### src/rtl/uart_pkg.sv
// Shared UART definitions: transmit FSM states, TX mux select codes and parity type constants.
// Used by uart_tx_ctrl and uart_parity_calc; parity logic is gated by UART_TX_PARITY_EN.
package uart_pkg;

  typedef enum logic [2:0] {
    IDLE   = 3'd0,
    START  = 3'd1,
    DATA   = 3'd2,
    PARITY = 3'd3,
    STOP   = 3'd4
  } uart_tx_state_t;

  localparam logic [1:0] MUX_START = 2'b00;
  localparam logic [1:0] MUX_STOP  = 2'b01;
  localparam logic [1:0] MUX_DATA  = 2'b10;
  localparam logic [1:0] MUX_PAR   = 2'b11;

  localparam logic PAR_EVEN = 1'b0;
  localparam logic PAR_ODD  = 1'b1;

  typedef struct packed {
    logic [1:0] mux;
    logic       ser_en;
    logic       busy;
  } tx_out_t;

  // Moore output decode; STOP drops busy so the serializer can reload during the stop bit
  function automatic tx_out_t state_outputs(input uart_tx_state_t st);
    tx_out_t o;
    o = '{mux: MUX_STOP, ser_en: 1'b0, busy: 1'b0};
    case (st)
      IDLE:    o = '{mux: MUX_STOP,  ser_en: 1'b0, busy: 1'b0};
      START:   o = '{mux: MUX_START, ser_en: 1'b0, busy: 1'b1};
      DATA:    o = '{mux: MUX_DATA,  ser_en: 1'b1, busy: 1'b1};
      PARITY:  o = '{mux: MUX_PAR,   ser_en: 1'b0, busy: 1'b1};
      STOP:    o = '{mux: MUX_STOP,  ser_en: 1'b0, busy: 1'b0};
      default: o = '{mux: MUX_STOP,  ser_en: 1'b0, busy: 1'b0};
    endcase
    return o;
  endfunction

endpackage

### src/rtl/uart_parity_calc.sv
// Combinational parity generator: XOR reduction of the payload, inverted for odd parity.
// Shared between the TX controller and the RX checker.
module uart_parity_calc
  import uart_pkg::*;
#(
  parameter int DATA_WIDTH = 8
) (
  input  logic [DATA_WIDTH-1:0] data,
  input  logic                  par_typ,
  output logic                  par_bit
);

  assign par_bit = (^data) ^ (par_typ == PAR_ODD);

endmodule

### src/rtl/uart_tx_ctrl.sv
// UART transmit frame sequencer: start, data, optional parity and stop slots, one slot per bit clock.
// Build with UART_TX_PARITY_EN defined to include the parity slot and parity bit register.
module uart_tx_ctrl
  import uart_pkg::*;
#(
  parameter int DATA_WIDTH = 8
) (
  input  logic                  CLK,
  input  logic                  RST,
  input  logic [DATA_WIDTH-1:0] P_Data,
  input  logic                  Data_Valid,
  input  logic                  PAR_EN,
  input  logic                  PAR_TYP,
  input  logic                  Ser_Done,
  output logic                  Ser_Enable,
  output logic [1:0]            Mux_Sel,
  output logic                  Par_Bit,
  output logic                  Busy
);

  localparam int CNT_W = $clog2(DATA_WIDTH + 1);

  uart_tx_state_t   state_r;
  uart_tx_state_t   next_s;
  logic [CNT_W-1:0] bit_cnt_r;
  logic             accept_s;
  logic             wd_expire_s;
  logic             data_end_s;
  logic             par_en_s;
  tx_out_t          next_out_s;

  assign accept_s    = Data_Valid && !Busy;
  assign wd_expire_s = (bit_cnt_r == CNT_W'(DATA_WIDTH - 1));
  assign data_end_s  = Ser_Done || wd_expire_s;

`ifdef UART_TX_PARITY_EN
  logic par_en_r;
  logic par_bit_r;
  logic par_calc_s;

  uart_parity_calc #(
    .DATA_WIDTH (DATA_WIDTH)
  ) u_parity (
    .data    (P_Data),
    .par_typ (PAR_TYP),
    .par_bit (par_calc_s)
  );

  // Parity enable and parity bit are captured on accept and held until the next one
  always_ff @(posedge CLK) begin
    if (RST) begin
      par_en_r  <= 1'b0;
      par_bit_r <= 1'b0;
    end else if (accept_s) begin
      par_en_r  <= PAR_EN;
      par_bit_r <= par_calc_s;
    end else begin
      par_en_r  <= par_en_r;
      par_bit_r <= par_bit_r;
    end
  end

  assign par_en_s = par_en_r;
  assign Par_Bit  = par_bit_r;
`else
  logic unused_par_s;

  assign unused_par_s = ^{P_Data, PAR_EN, PAR_TYP};
  assign par_en_s     = 1'b0;
  assign Par_Bit      = 1'b0;
`endif

  // Next-state logic; the watchdog stands in for a missing Ser_Done on the last data bit
  always_comb begin
    next_s = state_r;
    case (state_r)
      IDLE: begin
        if (accept_s) next_s = START;
        else          next_s = IDLE;
      end
      START: next_s = DATA;
      DATA: begin
        if (data_end_s) begin
          if (par_en_s) next_s = PARITY;
          else          next_s = STOP;
        end else begin
          next_s = DATA;
        end
      end
      PARITY: next_s = STOP;
      STOP: begin
        if (accept_s) next_s = START;
        else          next_s = IDLE;
      end
      default: next_s = IDLE;
    endcase
  end

  assign next_out_s = state_outputs(next_s);

  // State register
  always_ff @(posedge CLK) begin
    if (RST) state_r <= IDLE;
    else     state_r <= next_s;
  end

  // Data-bit watchdog: zero on the first DATA cycle, counts each further DATA cycle
  always_ff @(posedge CLK) begin
    if (RST)                  bit_cnt_r <= '0;
    else if (state_r != DATA) bit_cnt_r <= '0;
    else                      bit_cnt_r <= bit_cnt_r + CNT_W'(1);
  end

  // Outputs are registered from the next-state decode so they line up with the state register
  always_ff @(posedge CLK) begin
    if (RST) begin
      Mux_Sel    <= MUX_STOP;
      Ser_Enable <= 1'b0;
      Busy       <= 1'b0;
    end else begin
      Mux_Sel    <= next_out_s.mux;
      Ser_Enable <= next_out_s.ser_en;
      Busy       <= next_out_s.busy;
    end
  end

endmodule

### config.mk
export PLATFORM = sky130hd
export DESIGN_NAME = uart_tx_ctrl
export DESIGN_NICKNAME = d
export VERILOG_FILES = /design/src/rtl/uart_pkg.sv /design/src/rtl/uart_parity_calc.sv /design/src/rtl/uart_tx_ctrl.sv
export SDC_FILE = /design/constraint.sdc
export NUM_CORES = 1
export LEC_CHECK = 0
export CAP_MARGIN = 10
export CORE_AREA = 5 5 42 44
export DETAILED_ROUTE_END_ITERATION = 8
export DIE_AREA = 0 0 47 49
export PLACE_DENSITY_LB_ADDON = 0.08
export SLEW_MARGIN = 25
export SYNTH_ARGS = -nofsm -noshare
export SYNTH_HDL_FRONTEND = slang
export SYNTH_SLANG_ARGS = --single-unit
### constraint.sdc
create_clock -name CLK -period 1.43 [get_ports CLK]
set_clock_uncertainty 0.1 [all_clocks]
set_input_delay 0.2145 -clock CLK [delete_from_list [all_inputs] [get_ports CLK]]
set_output_delay 0.2145 -clock CLK [all_outputs]
set_load 0.01 [all_outputs]
==> key figures <==
Clock network
  • Buffer levels on the longest clock path: 2
  • CTS tree: done
  • Master cell of the clock root buffer: sky130_fd_sc_hd__clkbuf_4
  • Later-pin clock latency in the skew report: 0.26 ns
  • Number of sinks on the clock net: 11
  • Number of CTS-inserted buffers: 3
  • Register clock-pin slew on the reported worst setup and hold paths: 0.06 ns
  • CTS H-Tree Depth: 1

Placed design
  • Final HPWL from detailed placement: 529 µm
  • Number of I/O port buffers: 7
  • Standard cell area after detailed placement: 492 µm²
  • Placer Congestion: 0.806

Detailed routing
  • Via count of the routed design: 286
  • Drt total wl: 701 µm
  • DRC violation count after routing: 0
  • DR vias/cell: 4.47
  • WL per Instance: 11.0 µm
  • Number of nets still failing antenna checks after routing: 0
  • Initial DRC count: 1
  • Number of detailed-route iterations in the first pass: 2

Cells and area
  • Combined area of the multi-input logic cells: 169 µm²
  • Final instance area: 548 µm²
  • Fill cell total of the finished layout: 146
  • Storage cell area: 224 µm²
  • Share of the core filled with cells in the final layout: 39.1%
  • Final nets: 64
  • Fraction of final layout cells sized beyond drive strength 1: 31.3%
  • Area overhead of the layout relative to synthesis: 39.9%
  • Count of inserted antenna diode cells: 0

Timing
  • Setup TNS: 0 ns
  • Number of setup violations in the final report: 0
  • Time the worst path needs with I/O delays and setup: 1.40 ns
  • Final hold violations: 0
  • Pins over their slew limit: 0
  • Unrepaired setup endpoints after global routing: no
  • Fmax: 715 MHz
  • Ratio of final minimum period to clock period: 97.8%

Pwr
  • Cell Pwr Density: 1110 nW/µm²
  • Static power due to leakage: 0.261 nW
  • Max rail drop VDD: 536 µV
  • Design Power: 606 µW

Die
  • Total core area: 1400 µm²
  • Die outline width: 47 µm
  • Y dimension of the die: 49 µm
  • Die area: 2300 µm²
  • I/O pin count: 19
  • Site Rows: 14
  • Starting density of the core: 27.9%

Logic synthesis
  • Sequential cell area fraction in the yosys report: 56.2%
  • Cells after Synth: 35
  • Net count after synthesis: 50
  • Dominant cells by area after synthesis: sky130_fd_sc_hd__dfxtp_1 (56%), sky130_fd_sc_hd__nor2_1 (5.8%), sky130_fd_sc_hd__o31ai_4 (5.4%), sky130_fd_sc_hd__o31ai_1 (3.8%), sky130_fd_sc_hd__ha_1 (3.2%)
  • Yosys Warn Count: 0
  • Post-Syn Area per Cell: 11.2 µm²
  • Cell type with the highest aggregate area in the netlist: sky130_fd_sc_hd__dfxtp_1
  • Seq cells post-synth: 11
  • Count of different cell masters after synthesis: 19
  • Cell Area, Synth: 392 µm²
  • Top cell type's share of synthesized area: 56.2%

Critical path
  • Cells traversed along the worst timing path: or4b_4, buf_6, o31ai_2
  • Data required time of the critical path: 1.50 ns
  • Type of the worst setup path: flip-flop to flip-flop
  • Worst path max stage delay: 0.55 ns
  • Number of buffers and inverters on the critical path: 1
  • Category of the worst setup path capture point: flip-flop
  • Largest delay share family, worst path: simple AND/OR/NAND/NOR gates
  • Critical Path Fanout Max: 5
  • Critical-path cell with the highest stage delay: sky130_fd_sc_hd__or4b_4
  • Crit start category: flip-flop
  • Data arrival time of the worst path: 1.47 ns

Hold path
  • Path class of the lowest-slack min-delay path: input port to flip-flop

GRT
  • Wire length of the first global-routing pass: 1.17 mm
  • Sum of overflow across all layers after global routing: 0
  • Aggregate global-route resource usage: 7.07%
  • Vias in the first global route: 308
  • Antenna violations before repair: 0
  • Pin count of the biggest net entering global routing: 7

Job
  • Max-capacitance violation count: 0

Status
  • Outcome: complete, no violations
==> final timing paths <==
kind,start,endpoint,slack [ns],cells past startpoint
setup / recovery,state_r[2],state_r[1],0.03,3
hold / removal,RST,state_r[2],0.31,3
setup reg to reg,state_r[2],state_r[1],0.03,3
hold reg to reg,bit_cnt_r[0],bit_cnt_r[0],0.35,1
==> synth_stat cells (all sizes together) <==
cell type / count
and3b: 1
buf: 2
conb: 1
dfxtp: 11
ha: 1
inv: 1
nand2b: 1
nand3: 1
nor2: 6
nor4: 1
o311a: 1
o31ai: 3
or2: 1
or4b: 2
xnor2: 1
xor2: 1
==> metal layers <==
metal  share of wire [%]  global-route usage [%]
met1                  40                    6.90
met2                  52                    11.5
met3                 7.0                    2.21
met4                0.86                    5.53
met5                   0                       0
==> layout make-up <==
cell class                 instances  area share (%)
sequential                        11            40.9
clock buffer                       4            4.79
timing repair buffer              11            19.2
inverter                           1           0.685
multi-input combinational         21            30.8
tap                               16            3.65
==> what timing repair did <==
item / 4_1_cts / 5_1_grt
setup buffers: 1 / 0
hold buffers: 0 / 0
resized for setup: 8 / 5
pin swaps: 2 / 2
endpoints found under the setup margin: 11 / 5
==> layout by cell type (no fill, tap or decap), types with 2 or more instances in the layout <==
cell type / netlist / routed
sky130_fd_sc_hd__nor2_1: 6 / 6
sky130_fd_sc_hd__dlygate4sd2_1: 0 / 3
sky130_fd_sc_hd__dlymetal6s2s_1: 0 / 2
sky130_fd_sc_hd__clkdlybuf4s50_1: 0 / 2
sky130_fd_sc_hd__dfxtp_2: 0 / 3
sky130_fd_sc_hd__buf_4: 1 / 3
sky130_fd_sc_hd__or4b_4: 0 / 2
sky130_fd_sc_hd__clkbuf_4: 0 / 3
sky130_fd_sc_hd__dfxtp_1: 11 / 8
==> registers in the layout, indices dropped and copies added (netlist names) <==
signal      count
Ser_Enable      1
bit_cnt_r       4
Busy            1
Mux_Sel         2
state_r         3
==> power by group <==
| group | internal [mW] | total, mW | switching [mW] | leakage, nW |
|---|---|---|---|---|
| clock | 0.108 | 0.204 | 0.0959 | 0.0150 |
| combinational | 0.0395 | 0.0683 | 0.0288 | 0.155 |
| sequential | 0.325 | 0.334 | 0.00863 | 0.0910 |
| total | 0.472 | 0.606 | 0.133 | 0.261 |
==> through the flow <==
| stage | worst slack (ns) | cells | hold slack (ns) |
|---|---|---|---|
| floorplan | -0.0211 | 35 | 0.219 |
| global placement | -0.410 | 59 | 0.350 |
| detailed placement | -0.435 | 59 | 0.348 |
| CTS | -0.00491 | 64 | 0.299 |
| global route | 0.000523 | 64 | 0.333 |
| finish | 0.0311 | 64 | 0.306 |
==> kinds of logic after synthesis <==
| family | Yosys count | synth area share, % |
|---|---|---|
| flops | 11 | 56.2 |
| compound gates | 4 | 11.8 |
| other cells | 1 | 0.958 |
| xor+xnor | 2 | 4.47 |
| buf+inv | 3 | 4.15 |
| fa+ha+maj | 1 | 3.19 |
| simple gates | 13 | 19.2 |
==> worst min-delay path: cells and delay by family <==
| kind | cells | cell delay, ns |
|---|---|---|
| AOI/OAI and AO/OA | 1 | 0.10 |
| buffers and inverters | 1 | 0.25 |
| and+or+nand+nor | 1 | 0.06 |
Note: power is estimated with default switching activity, not from simulation.
